==> config.mk <==
export PLATFORM = sky130hd
export DESIGN_NAME = dp_arbiter
export DESIGN_NICKNAME = d
export VERILOG_FILES = /design/src/rtl/dp_arbiter.sv
export SDC_FILE = /design/constraint.sdc
export NUM_CORES = 1
export LEC_CHECK = 0
export BUFFER_PORTS_ARGS = -buffer_cell sky130_fd_sc_hd__buf_2
export CAP_MARGIN = 5
export CORE_MARGIN = 8
export CORE_UTILIZATION = 30
export DETAILED_ROUTE_END_ITERATION = 8
export HOLD_SLACK_MARGIN = 0.12
export RECOVER_POWER = 100
export SYNTH_ARGS = -nofsm -noshare
export SYNTH_HDL_FRONTEND = slang
export SYNTH_SLANG_ARGS = --single-unit
export TNS_END_PERCENT = 10
==> constraint.sdc <==
create_clock -name clk -period 3 [get_ports clk]
set_clock_uncertainty 0.2 [all_clocks]
set_input_delay 0.6 -clock clk [delete_from_list [all_inputs] [get_ports clk]]
set_output_delay 0.6 -clock clk [all_outputs]
set_load 0.03 [all_outputs]
==> src/rtl/dp_arbiter.sv <==
// dp_arbiter: round-robin front end that shares one start/busy datapath between two requesters.
// Optional busy watchdog is compiled in with `define DP_ARB_TIMEOUT_EN.
module dp_arbiter #(
  parameter int TIMEOUT_CYCLES = 255
) (
  input  logic       clk,
  input  logic       reset,
  input  logic       req0,
  input  logic       req1,
  input  logic [7:0] a0,
  input  logic [7:0] b0,
  input  logic [7:0] a1,
  input  logic [7:0] b1,
  output logic       ack0,
  output logic       ack1,
  output logic       done0,
  output logic       done1,
  output logic [7:0] result0,
  output logic [7:0] result1,
  output logic       err,
  output logic       dp_start,
  output logic [7:0] dp_ina,
  output logic [7:0] dp_inb,
  input  logic       dp_busy,
  input  logic [7:0] dp_out
);
  localparam int NUM_REQ = 2;

  typedef enum logic [2:0] {IDLE, LAUNCH, WAIT_BUSY, RUN, CAPTURE} state_t;
  typedef struct packed {
    logic [7:0] a;
    logic [7:0] b;
  } operand_t;

  state_t                      state, nxt;
  logic [NUM_REQ-1:0]          reqVec, ackVec, doneVec;
  operand_t [NUM_REQ-1:0]      opVec;
  logic [NUM_REQ-1:0][7:0]     resVec;
  logic                        grantIdx, winner, anyReq, finish, timedOut;
  logic [7:0]                  capData;

  assign reqVec   = {req1, req0};
  assign opVec[0] = '{a: a0, b: b0};
  assign opVec[1] = '{a: a1, b: b1};
  assign anyReq   = |reqVec;

  // grantIdx doubles as the round-robin pointer: the other requester wins a tie
  always_comb begin
    winner = 1'b0;
    if (&reqVec)        winner = ~grantIdx;
    else if (reqVec[1]) winner = 1'b1;
  end

  always_comb begin
    nxt = state;
    unique case (state)
      IDLE:      if (anyReq) nxt = LAUNCH;
      LAUNCH:    nxt = WAIT_BUSY;
      WAIT_BUSY: if (timedOut) nxt = CAPTURE;
                 else if (dp_busy) nxt = RUN;
      RUN:       if (!dp_busy || timedOut) nxt = CAPTURE;
      CAPTURE:   nxt = IDLE;
      default:   nxt = IDLE;
    endcase
  end

  assign finish = (state inside {WAIT_BUSY, RUN}) && (nxt == CAPTURE);

`ifdef DP_ARB_TIMEOUT_EN
  localparam logic [7:0] WDOG_LAST = 8'(TIMEOUT_CYCLES - 1);
  logic [7:0] wdog;
  logic       wdogHit;

  always_ff @(posedge clk) begin
    if (reset)                                wdog <= '0;
    else if (state inside {WAIT_BUSY, RUN})   wdog <= wdog + 8'd1;
    else                                      wdog <= '0;
  end

  // a normal completion on the same edge as the limit is not a timeout
  assign wdogHit  = (state inside {WAIT_BUSY, RUN}) && (wdog == WDOG_LAST);
  assign timedOut = wdogHit && !(state == RUN && !dp_busy);

  always_ff @(posedge clk) begin
    if (reset) err <= 1'b0;
    else       err <= finish && timedOut;
  end
`else
  logic unusedTimeout;
  assign unusedTimeout = |TIMEOUT_CYCLES;
  assign timedOut      = 1'b0;
  assign err           = 1'b0;
`endif

  assign capData = timedOut ? 8'hFF : dp_out;

  // reset pointer at 1 so requester 0 wins the first tie
  always_ff @(posedge clk) begin
    if (reset) begin
      state    <= IDLE;
      grantIdx <= 1'b1;
      dp_start <= 1'b0;
      dp_ina   <= '0;
      dp_inb   <= '0;
    end else begin
      state    <= nxt;
      dp_start <= (state == IDLE) && anyReq;
      if (state == IDLE && anyReq) begin
        grantIdx <= winner;
        dp_ina   <= opVec[winner].a;
        dp_inb   <= opVec[winner].b;
      end
    end
  end

  for (genvar g = 0; g < NUM_REQ; g++) begin : gLane
    logic       launchHit, captureHit, ackR, doneR;
    logic [7:0] resR;

    assign launchHit  = (state == IDLE) && anyReq && (winner == 1'(g));
    assign captureHit = finish && (grantIdx == 1'(g));

    always_ff @(posedge clk) begin
      if (reset) begin
        ackR  <= 1'b0;
        doneR <= 1'b0;
        resR  <= '0;
      end else begin
        ackR  <= launchHit;
        doneR <= captureHit;
        if (captureHit) resR <= capData;
      end
    end

    assign ackVec[g]  = ackR;
    assign doneVec[g] = doneR;
    assign resVec[g]  = resR;
  end

  assign ack0    = ackVec[0];
  assign ack1    = ackVec[1];
  assign done0   = doneVec[0];
  assign done1   = doneVec[1];
  assign result0 = resVec[0];
  assign result1 = resVec[1];

endmodule

* Yosys cells after proc, flatten, opt, wreduce, memory -nomap -nowiden
Cells that the tools add are included.
** Storage, ports and cells
- RAM bits :: 0
- Latch bits :: 0
- Word-level logic and storage cells :: 36
- Bits in registers :: 41
- ROM bits :: 0
- Memories kept :: 0
- Bits of input ports :: 45
** Cells by class
- Add/subtract/negate cells :: 0
- Shift operators :: 0
- Order comparisons :: 1
- Reductions and logical operators :: 10
- Equal/unequal tests :: 4
- Multiplexer cells :: 8
- Bitwise logic cells :: 2
- Multiply operators :: 0
- Divide/modulo/power cells :: 0
** Operators with widths (number)
- 16-bit two-way mux :: 2
- 3-bit case mux with 4 select lines :: 1
- 3-bit two-way mux :: 3
- 3-bit by 2-bit equality test with 1-bit output, second input constant :: 2
- 1-bit logical AND :: 6
- 3-bit by 1-bit equality test with 1-bit output, second input constant :: 1
- 3-bit equality test, second input constant :: 1
- 3-bit zero test :: 1
- 1-bit by 2-bit < comparator with 1-bit output, second input constant :: 1
- 1-bit two-way mux :: 2
- 1-bit NOT :: 2
- 2-bit AND reduction :: 1
- 2-bit nonzero test :: 1
- 2-bit OR reduction :: 1

* Longest topological paths before layout
Gate-level depths: netlist (run 1).
- Word-level depth :: 6
- Gate-level depth with buffers :: 6
- Depth with buffers taken out :: 3

* Worst setup path before layout (run 1)
OpenSTA, ideal clock, no wires.
- Kind :: input-to-reg
- From :: input reset
- To :: register dp_ina[0]
- Setup slack :: 0.963 ns
- Data required time :: 2.742 ns
- Setup time :: 0.058 ns
- Cell stages on the path :: 5
- Arrival :: 1.779 ns
- Cells stage by stage :: or4_4 > buf_6 > a211oi_4 > buf_6 > a221o_2
** RTL lines
- start: declaration :: line 7 : input logic reset,
- end signal: assignment :: line 110 : dp_ina <= opVec[winner].a;
- end: declaration :: line 22 : output logic [7:0] dp_ina,

* Final worst setup path (run 1)
- From :: register state[2]
- To :: register dp_ina[4]
** On the way
- Cells in the longest elaborated chain, start to end :: 2
** RTL lines
- start: declaration :: line 35 : state_t state, nxt;
- start signal: assignment :: line 106 : state <= nxt;
- 3-bit zero test :: line 108 : if (state == IDLE && anyReq) begin
- 1-bit logical AND :: line 108
Every way passes these cells.
A chain may end at the register's enable or synchronous reset.

==> results of run 1 <==
cell type report:
| type | count | area, um^2 |
|---|---|---|
| tap | 72 | 90.1 |
| clock inverter | 1 | 30.0 |
| sequential | 41 | 821 |
| timing repair buffer | 85 | 384 |
| multi-input combinational | 113 | 786 |
| inverter | 1 | 3.75 |
| fill | 602 | 3270 |
| clock buffer | 7 | 86.3 |
stage by stage:
stage,util,instances,hold slack (ns),instance area (um^2),setup WS [ns]
floorplan,-,169,0.285,1690,0.963
global placement,0.390,311,0.258,2130,0.403
detailed placement,0.390,311,0.261,2130,0.325
CTS,0.411,319,0.282,2250,0.633
global route,0.402,320,0.301,2200,0.315
finish,0.402,320,0.275,2200,0.455
flip-flops by register name (all words and copies together) (netlist names):
name and flops:
dp_ina 8, dp_inb 8, result0 8, result1 8
state 3, ack0 1, ack1 1, done0 1
done1 1, dp_start 1, grantIdx 1
metal layers:
metal / up-vias / global-route usage
met5: - / 0
met4: 0 / 0.0423
met3: 7 / 0.0535
met2: 55 / 0.160
met1: 630 / 0.128
li1: 754 / -
synthesized netlist by cell type:
| library cell | n |
|---|---|
| dfxtp_1 | 41 |
| nand2b_1 | 24 |
| nand2_1 | 20 |
| nor3_1 | 17 |
| mux2i_1 | 16 |
| clkbuf_1 | 10 |
| a221o_2 | 9 |
| a221o_1 | 8 |
| nor2_1 | 5 |
| buf_6 | 3 |
| nor4_1 | 3 |
| a211oi_1 | 1 |
| a211oi_4 | 1 |
| a21oi_1 | 1 |
| buf_4 | 1 |
| conb_1 | 1 |
| inv_1 | 1 |
| nor2b_1 | 1 |
| nor3b_1 | 1 |
| nor4b_2 | 1 |
| or2_2 | 1 |
| or4_1 | 1 |
| or4_4 | 1 |
| or4b_2 | 1 |
kinds of logic (layout without fill, tap and decap cells):
logic type	count (synthesis)	count (layout)
compound gates	20	20
buf+inv	15	94
flops	41	41
mux	16	16
other cells	1	1
simple gates	76	76
power by group:
part | switching (uW) | internal [uW] | total (uW)
Sequential | 24.8 | 583 | 608
Clock | 179 | 271 | 450
Combinational | 152 | 84.9 | 237
Total | 355 | 940 | 1290
worst max path at each step:
stage / start / end / slack (ns) / depth (start not counted)
finish: state[2] / dp_ina[4] / 0.46 / 3
global route: state[2] / dp_ina[4] / 0.32 / 3
CTS: req0 / dp_ina[4] / 0.63 / 4
detailed placement: req0 / dp_ina[3] / 0.32 / 4
global placement: req0 / dp_ina[0] / 0.40 / 4
floorplan: reset / dp_ina[0] / 0.96 / 5
critical path, delay by kind of cell (launching register included):
kind | cells | cell delay [ns]
AND/OR/NAND/NOR | 1 | 0.86
AO/OA/AOI/OAI | 2 | 1.02
flip-flops | 1 | 0.40
==> results_dict.tcl, run 1 <==
set metrics [dict create \
    drt-pass1-iter-count 4 \
    holdCritPathClass "reg -> reg" \
    period_needed_ns 2.54 \
    grt_usage 0.107 \
    syn_nets 214 \
    via_per_inst 4.52 \
    top_layer "met4" \
    synth_fa_ha_area_frac 0 \
    synthToLayoutAreaGrowth_pct 30.0 \
    insertion_delay_ns 0.29 \
    path_max_fanout 18 \
    synth_area_um2 1690 \
    worst_hold_startpoint "result1[4]" \
    start_kind "flip-flop" \
    wirelength_mm 4.44 \
    die_w_um 91.1 \
    place.port_buffers 81 \
    synth_seq_area_share 0.485 \
    grt_pass1_wl_mm 7.29 \
    hold_viol_final 0 \
    fin_nets 292 \
    wl_met3_um 412 \
    synth_top_family_by_area "simple AND/OR/NAND/NOR gates" \
    crit_slowest_cell "or4_1" \
    tightestPinTransition_ns 0.984 \
    drive_gt1_frac 0.266 \
    drc_errors 0 \
    clock-root-buffer "clkbuf_8" \
    antenna_found_initial 0 \
    arrival_ns 2.57 \
    totalPowerFinal_uw 1290 \
    cap_violations 0 \
    drt_iter0_drc 31 \
    synth_warnings 0 \
    grt_pass1_vias 1566 \
    power_density_nw_per_um2 588 \
    dieArea_um2 8300 \
    synth_xor_area_frac 0 \
    m1WireLength_mm 2.06 \
    leakagePower_uw 0.000920 \
    hold_end "result1[4]" \
    max_freq_ghz 0.393 \
    ff2ff_setup_slack_ns 0.46 \
    clockBufferDepth 2 \
    synth_area_leaders "dfxtp_1 48%, mux2i_1 9.5%, nand2b_1 8.9%" \
    period_share 0.848 \
    ys_types 24 \
    post_cts_buffers 0 \
    irDropWorstVdd_mv 0.272 \
    critPathRequiredTime_ns 3.03 \
    grt_overflow 0 \
    cts_resized 0 \
    slew_headroom 0.344 \
    cts_buffers 5 \
    reg2reg_depth 3 \
    antenna_left 0 \
    cts.sinks 41 \
    final_common_cell "buf_2" \
    critPathKind "reg -> reg" \
    ys_ff_latch 41 \
    start_util 0.309 \
    r2r_end "dp_ina[4]" \
    vias 1446 \
    wl_per_cell_um 13.9 \
    cts_tree "built" \
    htree_levels 2 \
    synth-compound-area-share 0.126 \
    clkTransAtPathRegs_ns 0.08 \
    grt_max_degree 33 \
    cp_cell_sequence "or4_1, a211oi_4, a221o_2" \
    n_antenna_cell 0 \
    status "completed" \
    synth_top_area_frac 0.485 \
    tns_ns 0 \
    r2r_start "state[2]" \
    synth.avg_cell_area_um2 10.0 \
    endpoint_kind "flip-flop" \
    hold_depth 2 \
    wl_met2_mm 1.88 \
    gp_congestion 0.698 \
    finalSetupViolCount 0 \
    netlist.top_cell.by_area "dfxtp_1" \
    final_cell_mix "43 x buf_2, 41 x dfxtp_1, 40 x clkbuf_1" \
    drv_slew 0 \
    critPathMaxStageDelay_ns 0.86 \
    rsz0062_at_grt "false" \
    hpwl_mm 3.40 \
    die_height_um 91.1 \
    synthMuxAreaShare 0.0946 \
    synthSimpleGateAreaFrac 0.243 \
    fp-row-count 27 \
    syn_inst 169 \
    io_pins 83 \
    core_area_um2 5470 \
    ctsHoldBuffers 0 \
]
(Power assumes the default switching activity.)
==> run 2: changes to the inputs <==
- ABC_AREA: unset -> 1
- clock period: 3 -> 2.45 ns (I/O delays scaled with it)
==> run 2 against run 1 <==
  * Core utilization decreased by 3.0 points
  * Global-route usage increased by 0.38 points
  * Worst hold slack got worse by 0.032 ns
  * Sequential share of layout area decreased by 2.0 points
  * Sequential power increased by 22%
  * Cell area increased by 5.6%
  * Combinational power increased by 51%
  * First-iteration DRC count increased by 81%
  * Largest cell class is now multi-input combinational cells
==> results_dict.tcl, run 2 <==
set metrics [dict create \
    status "completed" \
    ys_ff_latch 41 \
    ys_types 25 \
    final_cell_mix "87 x nand2_1, 44 x buf_2, 41 x dfxtp_1" \
    crit_slowest_cell "clkbuf_1" \
    hold_viol_final 0 \
    antenna_found_initial 0 \
    finalSetupViolCount 0 \
    synth_area_leaders "dfxtp_1 43%, nand2_1 17%, nor2_1 7.7%" \
    drive_gt1_frac 0.226 \
    start_util 0.306 \
    postLayoutCoreUtil 0.372 \
    tightestPinTransition_ns 1.18 \
    path_max_fanout 22 \
    cap_violations 0 \
    clockBufferDepth 2 \
    drt-pass1-iter-count 4 \
    power_density_nw_per_um2 664 \
    worst_hold_startpoint "dp_out[4]" \
    tns_ns 0 \
    leakagePower_uw 0.00114 \
    crit_family "buffers and inverters" \
    reg2reg_depth 5 \
    die_w_um 95.8 \
    ctsHoldBuffers 0 \
    synth-main-ff-cell "dfxtp_1" \
    fin_cells 414 \
    post_cts_buffers 0 \
    synth_common_cells "86 x nand2_1, 41 x dfxtp_1, 39 x nor2_1, 19 x inv_1, 18 x nand3_1" \
    htree_levels 2 \
    start_kind "input port" \
    path_buf_inv 2 \
    grt_pass1_wl_mm 8.20 \
    period_share 0.738 \
    fin_nets 382 \
    ff2ff_setup_slack_ns 0.66 \
    synth_area_um2 1910 \
    cts_resized 0 \
    via_per_inst 4.29 \
    drt_iter0_drc 56 \
    r2r_start "state[1]" \
    syn_nets 305 \
    dieArea_um2 9170 \
    hold_ws_ns 0.243 \
    grt_pass1_vias 1748 \
    max_freq_ghz 0.553 \
    syn_inst 260 \
    r2r_end "result0[0]" \
    final_common_cell "nand2_1" \
    core_area_um2 6240 \
    grt_overflow 0 \
    post-synth-top-count-cell "nand2_1" \
    grt_usage 0.111 \
    slew_headroom 0.215 \
    insertion_delay_ns 0.28 \
    place_inst 407 \
    hpwl_mm 3.82 \
    endpoint_kind "flip-flop" \
    fp-row-count 29 \
    gp_congestion 0.735 \
    drc_errors 0 \
    n_antenna_cell 0 \
    postSynth.asyncResetShare 0 \
    arrival_ns 1.78 \
    synth_seq_area_share 0.430 \
    period_needed_ns 1.81 \
    io_pins 83 \
    wirelength_mm 5.03 \
    nFillCells 683 \
    cts.sinks 41 \
    critPathMaxStageDelay_ns 0.86 \
    holdCritPathClass "in -> reg" \
    worst_slack_ns 0.641 \
    netlist.top_cell.by_area "dfxtp_1" \
    critPathRequiredTime_ns 2.43 \
    rsz0062_at_grt "false" \
    hold_depth 3 \
    synth_warnings 0 \
    vias 1775 \
    cts_tree "built" \
    critPathKind "in -> reg" \
    irDropWorstVdd_mv 0.243 \
    drv_slew 0 \
    die_height_um 95.8 \
    clkTransAtPathRegs_ns 0.07 \
    wl_per_cell_um 12.2 \
    hold_end "result1[4]" \
    cp_cell_sequence "buf_2, clkbuf_1, nor2_1, nand4_1, nand3_1" \
    synth_edf_count 0 \
    clock-root-buffer "clkbuf_8" \
    synth_top_area_frac 0.430 \
    grt_max_degree 23 \
    synth.avg_cell_area_um2 7.34 \
    cts_buffers 5 \
    synthToLayoutAreaGrowth_pct 21.7 \
    place.port_buffers 81 \
    dp_worst_setup_slack_ns 0.673 \
    antenna_left 0 \
]
## run 2: changes by cell type after synthesis, sizes merged, moves of 15 or more
cell,change
a21oi,+15
a221o,-17
inv,+20
mux2i,-16
nand2,+78
nand2b,-24
nand3,+21
nor2,+39
## run 2: cell families after synthesis
logic type	synth area share
and+or+nand+nor	0.412
DFF	0.430
buffers and inverters	0.0976
AOI/OAI and AO/OA	0.0583
other	0.00196
## run 2: how the worst max path moves through the flow
stage / slack [ns] / to / startpoint / cells after the start
finish: 0.64 / dp_inb[1] / reset / 5
global route: 0.40 / result1[5] / state[1] / 6
CTS: 0.88 / dp_ina[4] / dp_ina[4] / 1
detailed placement: 0.67 / dp_inb[1] / req1 / 6
global placement: 0.71 / dp_inb[1] / req1 / 6
floorplan: 0.92 / dp_ina[1] / req1 / 7
## run 2: worst reg2reg max path: stages (launching register included)
cell and delay, ns:
dfxtp_1 0.40, nand2_1 0.17, nor2_8 0.12, nand3_1 0.46, nor2_1 0.28, nor2_2 0.06
## run 2: cell type report
cell class,count,area [um^2],share of cell area
multi-input cells,185,875,0.376
flip-flops and latches,41,821,0.353
repair buffers,82,363,0.156
well taps,77,96.3,0.0415
clock buffers,7,86.3,0.0372
inverters,22,82.6,0.0355
## run 2: power by group
part / total (uW) / switching (uW) / leakage [uW] / internal (uW)
clock: 440 / 217 / 0.0000443 / 224
combinational: 358 / 252 / 0.000764 / 106
sequential: 743 / 30.2 / 0.000335 / 713
## run 2: stage by stage
| step | area (um^2) | power, uW |
|---|---|---|
| after global placement | 2310 | 1130 |
| after floorplan | 1910 | 1040 |
| final | 2320 | 1540 |
| after global routing | 2320 | 1630 |
| after CTS | 2400 | 1580 |
| after detailed placement | 2310 | 1130 |
## run 2: per-layer routing
layer	up-vias	track usage	wire [um]
met3	4	0.0437	500
met4	0	0.0269	27
met5	-	0	0
li1	946	-	-
met1	756	0.144	2480
met2	69	0.168	2020
